--- src/rtl/uart_tx_frame.sv ---
// uart_tx_frame: 8N1 UART serialiser with built-in baud divider and bit counter.
// Accepts one byte per tx_valid/tx_ready handshake. txd idles high and is always
// driven straight from a register.
// Optional even-parity bit between the data bits and the stop bit when the
// macro UART_TX_PARITY_EN is defined; default build is plain 8N1.
module uart_tx_frame #(
    parameter int unsigned CLK_FREQ = 50000000,
    parameter int unsigned BAUD     = 115200,
    parameter int unsigned BAUD_DIV = CLK_FREQ / BAUD
) (
    input  logic       clk,
    input  logic       rst_n,
    input  logic [7:0] tx_data,
    input  logic       tx_valid,
    output logic       tx_ready,
    output logic       txd,
    output logic       tx_busy,
    output logic       frame_done
);

    localparam int unsigned CNT_W   = (BAUD_DIV > 2) ? $clog2(BAUD_DIV) : 1;
    localparam int unsigned LAST_BIT = 7;

    localparam logic [CNT_W-1:0] CNT_LAST = CNT_W'(BAUD_DIV - 1);
    localparam logic [CNT_W-1:0] CNT_PRE  = CNT_W'(BAUD_DIV - 2);

    // Reject divisors that cannot form a bit period.
    generate
        if (BAUD_DIV < 2) begin : g_bad_baud_div
            $error("uart_tx_frame: BAUD_DIV must be 2 or more");
        end
    endgenerate

    typedef enum logic [2:0] {
        S_IDLE   = 3'd0,
        S_START  = 3'd1,
        S_DATA   = 3'd2,
        S_PARITY = 3'd3,
        S_STOP   = 3'd4
    } state_t;

    state_t           r_state;
    logic [CNT_W-1:0] r_cnt;
    logic [2:0]       r_bit;
    logic [7:0]       r_shift;
    logic             r_txd;
    logic             r_tx_ready;
    logic             r_tx_busy;
    logic             r_frame_done;
`ifdef UART_TX_PARITY_EN
    logic             r_parity;
`endif

    logic w_last;

    // Last cycle of the current bit period.
    assign w_last = (r_cnt == CNT_LAST);

    // Frame sequencer: state, baud counter, bit index, shift register, outputs.
    always_ff @(posedge clk or negedge rst_n) begin
        if (!rst_n) begin
            r_state      <= S_IDLE;
            r_cnt        <= '0;
            r_bit        <= '0;
            r_shift      <= '0;
            r_txd        <= 1'b1;
            r_tx_ready   <= 1'b1;
            r_tx_busy    <= 1'b0;
            r_frame_done <= 1'b0;
`ifdef UART_TX_PARITY_EN
            r_parity     <= 1'b0;
`endif
        end else begin
            r_frame_done <= 1'b0;
            r_cnt        <= w_last ? '0 : r_cnt + CNT_W'(1);

            case (r_state)
                S_IDLE: begin
                    r_cnt <= '0;
                    if (tx_valid && r_tx_ready) begin
                        r_shift    <= tx_data;
`ifdef UART_TX_PARITY_EN
                        r_parity   <= ^tx_data;
`endif
                        r_state    <= S_START;
                        r_txd      <= 1'b0;
                        r_tx_ready <= 1'b0;
                        r_tx_busy  <= 1'b1;
                    end
                end

                S_START: begin
                    if (w_last) begin
                        r_state <= S_DATA;
                        r_txd   <= r_shift[0];
                    end
                end

                S_DATA: begin
                    if (w_last) begin
                        if (r_bit == 3'(LAST_BIT)) begin
                            r_bit   <= '0;
`ifdef UART_TX_PARITY_EN
                            r_state <= S_PARITY;
                            r_txd   <= r_parity;
`else
                            r_state <= S_STOP;
                            r_txd   <= 1'b1;
`endif
                        end else begin
                            r_bit   <= r_bit + 3'(1);
                            r_shift <= {1'b0, r_shift[7:1]};
                            r_txd   <= r_shift[1];
                        end
                    end
                end

`ifdef UART_TX_PARITY_EN
                S_PARITY: begin
                    if (w_last) begin
                        r_state <= S_STOP;
                        r_txd   <= 1'b1;
                    end
                end
`endif

                S_STOP: begin
                    // Pulse lands on the final stop-bit cycle.
                    if (r_cnt == CNT_PRE) begin
                        r_frame_done <= 1'b1;
                    end
                    if (w_last) begin
                        r_state    <= S_IDLE;
                        r_tx_ready <= 1'b1;
                        r_tx_busy  <= 1'b0;
                    end
                end

                default: begin
                    r_state    <= S_IDLE;
                    r_cnt      <= '0;
                    r_txd      <= 1'b1;
                    r_tx_ready <= 1'b1;
                    r_tx_busy  <= 1'b0;
                end
            endcase
        end
    end

    assign txd        = r_txd;
    assign tx_ready   = r_tx_ready;
    assign tx_busy    = r_tx_busy;
    assign frame_done = r_frame_done;

endmodule
--- config.mk ---
export PLATFORM = sky130hd
export DESIGN_NAME = uart_tx_frame
export DESIGN_NICKNAME = d
export VERILOG_FILES = /design/src/rtl/uart_tx_frame.sv
export SDC_FILE = /design/constraint.sdc
export NUM_CORES = 1
export LEC_CHECK = 0
export ABC_AREA = 1
export CAP_MARGIN = 40
export CORE_MARGIN = 1.5
export CORE_UTILIZATION = 57
export DETAILED_ROUTE_END_ITERATION = 10
export PLACE_DENSITY = 0.8
export SYNTH_ARGS = -nofsm -noshare
export SYNTH_HDL_FRONTEND = slang
export SYNTH_SLANG_ARGS = --single-unit
--- constraint.sdc ---
create_clock -name clk -period 4.1 [get_ports clk]
set_input_delay 0.82 -clock clk [delete_from_list [all_inputs] [get_ports clk]]
set_output_delay 0.82 -clock clk [all_outputs]
set_load 0.03 [all_outputs]
==> impl_results.md, run 1 <==
- CTS resizes: 0
- Largest delay share family, worst path: buffers and inverters
- Initial antenna violation count: 0
- CTS tree: yes
- Final hold vios: 0
- Die area: 0.003009 mm^2
- H-tree depth: 1
- Crit-path max cell delay: 0.66 ns
- Pre-Repair DR Iteration Count: 4
- Final HPWL DP: 2.187 mm
- Avg Vias per Cell: 5.449
- Slowest cell on crit path: clkdlybuf4s50_1
- First-pass GRT wire length: 4.892 mm
- CTS Root Cell: clkbuf_4
- Critical Path RT: 3.28 ns
- Row cnt: 18
- Min-Delay Startpoint: txd
- Routed Antenna Nets: 0
- Unrepaired setup endpoints after global routing: false
- Synth Area in Simple Gates: 0.4180
- DR WL/cell: 12.50 um
- Most common cell after layout, fill and taps aside: nand2_1
- Actual slew at the worst max-slew pin: 0.4552 ns
- DIE WIDTH: 54.86 um
- GRT overflow: 0
- Critical path origin: tx_ready
- CTS Hold Bufs: 0
- Adder-cell share of the synthesized area: 0.04082
- Outcome: complete, no violations
- Top Layer Used: met4
- P_leak: 0.8842 nW
- PwrDens: 618.4 mW/mm^2
- Clock slew at reported path FFs: 0.15 ns
- I/O pins: 15
- Share of cells above drive strength 1: 0.1275
- M1 wire length: 1.418 mm
- CTS Buffer Depth: 2
- Rel. slew slack: 0.6957
- Port-buffer cells: 14
- Antenna cells: 0
- Worst vdd ir: 0.5052 mV
- Fmax: 419.3 MHz
- Cells along the critical path: clkdlybuf4s50_1
- DR iter-0 viols: 46
- DRC: 0
- Die Y: 54.86 um
- Setup crit start kind: flip-flop
- Mux cell area share after synthesis: 0
- Metal2 WL: 1.394 mm
- Syn Inst Count: 188
- Via count: 1,275
- Critical path type: flip-flop to output pin
- Clock skew: 0.001635 ns
- CP endpoint kind: output pin
- Filler cells: 208
- Final setup vio count: 0
- Met3 routed WL: 78 um
- Final Cycle Share: 0.5818
- Synth Register Bits: 27
- Setup TNS: 0 ns
- Setup Buffers After CTS: 0
- Largest family of logic cells by synthesized area: simple AND/OR/NAND/NOR gates
- Most frequent cells in the layout: nand2_1, dfrtp_1, nand3_1, nor2_1, clkdlybuf4s50_1
- Worst-skew pair later-pin latency: 0.34 ns
- Min-Delay Path Class: flip-flop to flip-flop
- Inserted Clock Buffers: 3
- Yosys Warn Count: 0
- Netlist cell types: 28
- Crit path max fanout: 3
- Placer congestion estimate: 0.8285
- Clock sink count: 27
- Post-Synth XOR/XNOR Area: 0.01143
- Post-Syn Area: 0.001533 mm^2
- Total length of routed wires: 2.925 mm
- Compound-Gate Fraction of Synth Area: 0.02776
- WP buf/inv: 1
- Tmin final: 2.385 ns
- Max Slew Vio Count: 0
- Data arrival, critical path: 1.57 ns
- Total track usage: 0.2236
- Initial Util: 0.6131
- Syn Nets: 204
- Largest net degree at the start of global routing: 28
- P&R area growth vs syn: 12.24%
- Area of placed instances: 0.001690 mm^2
- Final #Nets: 221
- Core area: 0.002500 mm^2
- R2R Path Start: r_state[0]
- Final Cell Area: 0.001720 mm^2
- Number of global-route vias before repair: 1,187
- Max-capacitance violation count: 0
- Syn Area/Cell: 8.153 um^2
- Sequential fraction of the synthesis area: 0.4424
==> metal layers <==
| layer | track usage | up-vias |
|---|---|---|
| li1 | - | 652 |
| met1 | 0.3016 | 597 |
| met2 | 0.3671 | 23 |
| met3 | 0.03005 | 3 |
| met4 | 0.07500 | 0 |
| met5 | 0 | - |
==> layout make-up <==
cell class / count / area [um^2] / area share
Multi-Input combinational cell: 141 / 763.2 / 0.4436
Sequential cell: 27 / 678.2 / 0.3942
Timing Repair Buffer: 15 / 147.6 / 0.08582
Inverter: 17 / 63.81 / 0.03709
Tap cell: 30 / 37.54 / 0.02182
Clock buffer: 3 / 22.52 / 0.01309
Clock inverter: 1 / 7.507 / 0.004364
==> stage by stage <==
stage	worst slack [ns]	utilization	instances	hold slack, ns	power, mW
2_1_floorplan	2.624	-	188	0.4422	0.8397
3_3_place_gp	1.882	0.6762	230	0.4512	0.9207
3_5_place_dp	1.860	0.6762	230	0.4596	0.9476
4_1_cts	1.708	0.6882	234	0.4808	1.066
5_1_grt	1.674	0.6882	234	0.5035	1.164
6_report	1.715	0.6882	234	0.4767	1.064
==> Yosys cell counts <==
cell	number	area share
a21oi_1	5	0.016
buf_2	1	0.0033
buf_4	1	0.0049
buf_8	1	0.0098
dfrtp_1	25	0.41
dfstp_2	2	0.034
ha_1	5	0.041
inv_1	13	0.032
inv_2	4	0.0098
nand2_1	62	0.15
nand2_2	1	0.0041
nand2_4	4	0.029
nand3_1	22	0.072
nand3_2	2	0.013
nand3_4	2	0.023
nand3b_1	1	0.0049
nand4_1	9	0.037
nor2_1	14	0.034
nor2_2	2	0.0082
nor2_4	1	0.0073
nor3_1	2	0.0065
nor3_2	1	0.0065
nor3b_2	2	0.016
nor4_1	1	0.0041
o211ai_1	1	0.0049
o21ai_0	2	0.0065
xnor2_1	1	0.0057
xor2_1	1	0.0057
==> state kept, by name (all words and copies together), names as in the netlist <==
register / count
txd: 1
r_bit: 3
tx_ready: 1
tx_busy: 1
r_cnt: 9
r_shift: 8
r_state: 3
frame_done: 1
==> report_power, final <==
| part | internal [mW] | switching [mW] |
|---|---|---|
| clock | 0.0375 | 0.0835 |
| combinational | 0.179 | 0.361 |
| sequential | 0.347 | 0.0550 |
| total | 0.564 | 0.500 |
==> cell families after synthesis <==
logic type,after synthesis
buffers and inverters,20
adders and majority gates,5
xor gates and xnor gates,2
DFF,27
and+or+nand+nor,126
AOI/OAI and AO/OA,8
==> worst paths after layout <==
kind,end,slack (ns),cells past startpoint
worst min register to register,txd,0.48,2
max in group asynchronous,tx_ready,2.98,2
worst max register to register,r_shift[6],2.51,7
worst max-delay path,tx_ready,1.71,1
min in group asynchronous,r_state[1],0.83,2
worst min-delay path,txd,0.48,2
No activity file was read; power rests on OpenSTA's default activity.
==> run 2, diff against run 1 <==
- CORE_UTILIZATION: 57 -> 56
- PLACE_DENSITY: 0.8 -> 0.78
- clock period: 4.1 -> 2.2 ns (I/O delays scaled with it)
==> impl_results.md, run 2 (same netlist as run 1, synthesis figures left out) <==
- Outcome: complete, no violations
- Setup TNS: 0 ns (unchanged)
- Max Slew Vio Count: 0 (unchanged)
- Number of global-route vias before repair: 1,178 (-0.76%)
- End of the worst register-to-register path: r_shift[1]
- DRC: 0 (unchanged)
- Clock sink count: 27 (unchanged)
- Max FFs per register: 9 (unchanged)
- CTS Buffer Depth: 2 (unchanged)
- Combinational power share: 0.515 (+0.007)
- Multi-input gate area: 763.2 um^2 (unchanged)
- Max-capacitance violation count: 0 (unchanged)
- Pwr Total: 1.989 mW (+87%)
- P_leak: 0.8926 nW (+0.94%)
- DR WL/cell: 12.61 um (+0.87%)
- Port-buffer cells: 14 (unchanged)
- CTS Root Cell: clkbuf_4
- R2R Setup Slk: 0.65 ns (-1.86 ns)
- Setup crit start kind: flip-flop
- WP buf/inv: 1 (unchanged)
- Largest delay share family, worst path: buffers and inverters
- Largest Register: r_cnt
- Inserted Clock Buffers: 3 (unchanged)
- Pre-Repair DR Iteration Count: 4 (unchanged)
- Clock skew: 0.003248 ns (+0.001613 ns)
- Critical path type: flip-flop to output pin
- CP endpoint kind: output pin
- Internal power: 1.064 mW (+89%)
- Clock slew at reported path FFs: 0.15 ns (about the same)
- Cells along the critical path: clkdlybuf4s50_1
- Largest net degree at the start of global routing: 28 (unchanged)
- P&R area growth vs syn: 12.57%
- FF+latch area: 678.2 um^2 (unchanged)
- Total length of routed wires: 2.963 mm (+1.3%)
- Final HPWL DP: 2.210 mm (+1.0%)
- DIE WIDTH: 55.32 um (+0.84%)
- Most common cell after layout, fill and taps aside: nand2_1
- Worst-skew pair later-pin latency: 0.32 ns (-0.02 ns)
- Placer congestion estimate: 0.8581 (+3.6%)
- Initial antenna violation count: 0 (unchanged)
- Via count: 1,267 (-0.63%)
- Share of cells above drive strength 1: 0.1317 (+0.004256)
- CTS tree: yes
- GRT overflow: 0 (unchanged)
- Data arrival, critical path: 1.56 ns (about the same)
- Row cnt: 18 (unchanged)
- Final setup vio count: 0 (unchanged)
- Crit path max fanout: 3 (unchanged)
- R2R depth: 8 (+1)
- Final hold vios: 0 (unchanged)
- Core area: 0.002522 mm^2 (+0.90%)
- Die Y: 55.32 um (+0.84%)
- Die area: 0.003060 mm^2 (+1.7%)
- Min-Delay Path Class: input pin to asynchronous set/reset pin
- CTS Hold Bufs: 0 (unchanged)
- Routed Antenna Nets: 0 (unchanged)
- Most frequent cells in the layout: nand2_1, dfrtp_1, nand3_1, nor2_1, clkdlybuf4s50_1
- Flop pwr share: 0.376 (-0.002)
- Antenna cells: 0 (unchanged)
- H-tree depth: 1 (unchanged)
- Final #Nets: 222 (+0.45%)
- CTS resizes: 0 (unchanged)
- Critical Path RT: 1.76 ns (-1.52 ns)
- Crit-path max cell delay: 0.68 ns (+0.02 ns)
- Avg Vias per Cell: 5.391 (-1.1%)
- R2R Path Start: r_bit[0]
- Final Cycle Share: 0.9113
- First-pass GRT wire length: 5.030 mm (+2.8%)
- Clock power frac: 0.109 (-0.005)
- DR iter-0 viols: 34 (-26%)
- Fmax: 498.8 MHz
- Tmin final: 2.005 ns
- Setup Buffers After CTS: 0 (unchanged)
- PwrDens: 1153 mW/mm^2 (+86%)
- I/O pins: 15 (unchanged)
- Sw frac: 0.4649 (-0.005114)
- Top flop regs: r_cnt: 9 flops, r_shift: 8 flops
- Total track usage: 0.2023 (-0.02134)
- Slowest cell on crit path: clkdlybuf4s50_1
- Switch Pwr: 0.9246 mW (+85%)
- Actual slew at the worst max-slew pin: 0.3558 ns (-0.09938 ns)
- Initial Util: 0.6076 (-0.005474)
- Worst vdd ir: 0.9790 mV (+94%)
- Filler cells: 214 (+2.9%)
- Rel. slew slack: 0.7619 (+0.06622)
- Unrepaired setup endpoints after global routing: false
run 2: worst max path at each step:
stage	start	to	slack [ns]	depth (start not counted)
after detailed placement	tx_valid	r_state[1]	0.56	9
after global routing	tx_ready	tx_ready	0.17	1
after CTS	tx_ready	tx_ready	0.18	1
final	tx_ready	tx_ready	0.20	1
after floorplan	r_bit[0]	r_shift[0]	0.82	8
after global placement	tx_ready	tx_ready	0.58	1
run 2: final cells by class:
| class | count | share of cell area |
|---|---|---|
| Clock buffer | 3 | 0.01305 |
| Clock inverter | 1 | 0.002901 |
| Inverter | 17 | 0.03698 |
| Multi-Input combinational cell | 141 | 0.4424 |
| Sequential cell | 27 | 0.3930 |
| Tap cell | 30 | 0.02175 |
| Timing Repair Buffer | 16 | 0.08992 |
run 2: power groups by stage:
stage	Combinational, mW	Sequential (mW)	Clock, mW
after CTS	1.03	0.746	0.227
after global routing	1.14	0.763	0.238
after global placement	0.992	0.746	0
after floorplan	0.777	0.787	0
final	1.02	0.748	0.217
after detailed placement	1.02	0.757	0
run 2: metrics by stage:
step / util / cell area (um^2) / setup slack, ns / hold slack (ns) / instances
global placement: 0.6731 / 1698 / 0.5830 / 0.4542 / 231
finish: 0.6840 / 1725 / 0.1951 / 0.4573 / 235
detailed placement: 0.6731 / 1698 / 0.5589 / 0.4620 / 231
global route: 0.6840 / 1725 / 0.1672 / 0.4923 / 235
CTS: 0.6840 / 1725 / 0.1800 / 0.4651 / 235
floorplan: - / 1533 / 0.8176 / 0.1444 / 188
run 2: metal layers:
metal | global-route usage | up-vias | wire length, um
li1 | - | 656 | -
met1 | 0.2798 | 591 | 1466
met2 | 0.3316 | 18 | 1388
met3 | 0.02342 | 2 | 82
met4 | 0.06620 | 0 | 26
met5 | 0 | - | 0
==> run 3, diff against run 2 <==
- CORE_UTILIZATION: 56 -> 57
- CTS_BUF_LIST: unset -> sky130_fd_sc_hd__clkbuf_4 sky130_fd_sc_hd__clkbuf_8
- PLACE_DENSITY: 0.78 -> 0.8
- clock period: 2.2 -> 2.4 ns (I/O delays scaled with it)
==> impl_results.md, run 3 (same netlist as run 1, synthesis figures left out) <==
- CTS resizes: 0 (unchanged)
- GRT overflow: 0 (unchanged)
- Routed Antenna Nets: 0 (unchanged)
- Avg Vias per Cell: 5.487 (+1.8%)
- Data arrival, critical path: 1.56 ns (about the same)
- Clock skew: 0.006982 ns (+0.003734 ns)
- Rel. slew slack: 0.6632 (-0.09871)
- Initial antenna violation count: 0 (unchanged)
- P&R area growth vs syn: 12.24%
- CP endpoint kind: output pin
- Core area: 0.002500 mm^2 (-0.89%)
- Clock slew at reported path FFs: 0.15 ns (about the same)
- CTS Root Cell: clkbuf_4
- Final Util: 0.6882 (+0.004160)
- CTS Buffer Depth: 2 (unchanged)
- CTS Hold Bufs: 0 (unchanged)
- Final HPWL DP: 2.377 mm (+7.5%)
- First-pass GRT wire length: 4.974 mm (-1.1%)
- Placer congestion estimate: 0.8478 (-1.2%)
- Tmin final: 2.044 ns
- R2R Path Start: r_state[0]
- Min-Delay Path Class: input pin to asynchronous set/reset pin
- H-tree depth: 1 (unchanged)
- DR iter-0 viols: 54 (+59%)
- Final Cycle Share: 0.8516
- DR WL/cell: 13.04 um (+3.4%)
- CTS tree: yes
- P_leak: 0.8887 nW (-0.43%)
- Inserted Clock Buffers: 3 (unchanged)
- R2R Setup Slk: 0.80 ns (+0.15 ns)
- Most common cell after layout, fill and taps aside: nand2_1
- End of the worst register-to-register path: r_shift[2]
- Outcome: complete, no violations
- Slowest cell on crit path: clkdlybuf4s50_1
- Final #Nets: 221 (-0.45%)
- Die area: 0.003009 mm^2 (-1.7%)
- Fmax: 489.3 MHz
- Max Slew Vio Count: 0 (unchanged)
- Setup crit start kind: flip-flop
- Most frequent cells in the layout: nand2_1, dfrtp_1, nand3_1, nor2_1, clkdlybuf4s50_1
- WP buf/inv: 1 (unchanged)
- Top flop regs: r_cnt: 9 flops, r_shift: 8 flops
- Total track usage: 0.2290 (+0.02671)
- Max-capacitance violation count: 0 (unchanged)
- Critical path type: flip-flop to output pin
- Actual slew at the worst max-slew pin: 0.5036 ns (+0.1478 ns)
- Initial Util: 0.6131 (+0.005474)
- Pre-Repair DR Iteration Count: 4 (unchanged)
- Row cnt: 18 (unchanged)
- Antenna cells: 0 (unchanged)
- DIE WIDTH: 54.86 um (-0.83%)
- Share of cells above drive strength 1: 0.1275 (-0.004256)
- Crit path max fanout: 3 (unchanged)
- Total length of routed wires: 3.051 mm (+3.0%)
- Setup Buffers After CTS: 0 (unchanged)
- Worst-skew pair later-pin latency: 0.32 ns (about the same)
- Final hold vios: 0 (unchanged)
- Filler cells: 186 (-13%)
- Critical Path RT: 1.92 ns (+0.16 ns)
- Largest Register: r_cnt
- DRC: 0 (unchanged)
- Die Y: 54.86 um (-0.83%)
- Unrepaired setup endpoints after global routing: false
- R2R depth: 7 (-1)
- Via count: 1,284 (+1.3%)
- Number of global-route vias before repair: 1,151 (-2.3%)
- Multi-input gate area: 763.2 um^2 (unchanged)
- Clock sink count: 27 (unchanged)
- Crit-path max cell delay: 0.67 ns (about the same)
- Port-buffer cells: 14 (unchanged)
- FF+latch area: 678.2 um^2 (unchanged)
- Largest net degree at the start of global routing: 17 (-39%)
- Cells along the critical path: clkdlybuf4s50_1
- Largest delay share family, worst path: buffers and inverters
- PwrDens: 1058 mW/mm^2 (-8.2%)
- I/O pins: 15 (unchanged)
- Setup TNS: 0 ns (unchanged)
- Max FFs per register: 9 (unchanged)
- Worst vdd ir: 0.8324 mV (-15%)
- Final setup vio count: 0 (unchanged)
run 3: changes by cell type in the layout (fill, tap and decap cells not counted):
| cell | delta |
|---|---|
| clkbuf_4 | +1 |
| clkinv_2 | -1 |
| buf_4 | -1 |
run 3: cell type report:
cell class,count,area share
multi-input combinational,141,0.4436
clock buffer,4,0.01745
tap,30,0.02182
sequential,27,0.3942
inverter,17,0.03709
timing repair buffer,15,0.08582
run 3: metal layers:
layer | wire [um] | vias up | GRT usage
li1 | - | 649 | -
met1 | 1384 | 606 | 0.3138
met2 | 1551 | 27 | 0.3829
met3 | 100 | 2 | 0.02459
met4 | 15 | 0 | 0.05833
met5 | 0 | - | 0
run 3: where the power goes:
part / leakage (nW) / switching, mW / internal, mW
sequential: 0.351 / 0.0981 / 0.594
combinational: 0.519 / 0.613 / 0.306
clock: 0.0184 / 0.133 / 0.0762
total: 0.889 / 0.844 / 0.975
run 3: worst max path at each step:
| stage | start | endpoint | slack [ns] | depth (start not counted) |
|---|---|---|---|---|
| 6_report | tx_ready | tx_ready | 0.36 | 1 |
| 5_1_grt | tx_ready | tx_ready | 0.30 | 1 |
| 4_1_cts | tx_ready | tx_ready | 0.34 | 1 |
| 3_5_place_dp | tx_valid | tx_busy | 0.49 | 8 |
| 3_3_place_gp | tx_valid | tx_busy | 0.52 | 8 |
| 2_1_floorplan | r_bit[0] | r_shift[0] | 1.02 | 8 |
run 3: metrics by stage:
step / area (um^2) / hold WS [ns] / setup WS (ns) / power, mW / instances
final: 1720 / 0.4731 / 0.3561 / 1.820 / 234
after CTS: 1720 / 0.4809 / 0.3418 / 1.823 / 234
after detailed placement: 1690 / 0.4612 / 0.4850 / 1.621 / 230
after global placement: 1690 / 0.4510 / 0.5216 / 1.578 / 230
after floorplan: 1533 / 0.1844 / 1.018 / 1.434 / 188
after global routing: 1720 / 0.5044 / 0.3006 / 1.985 / 234
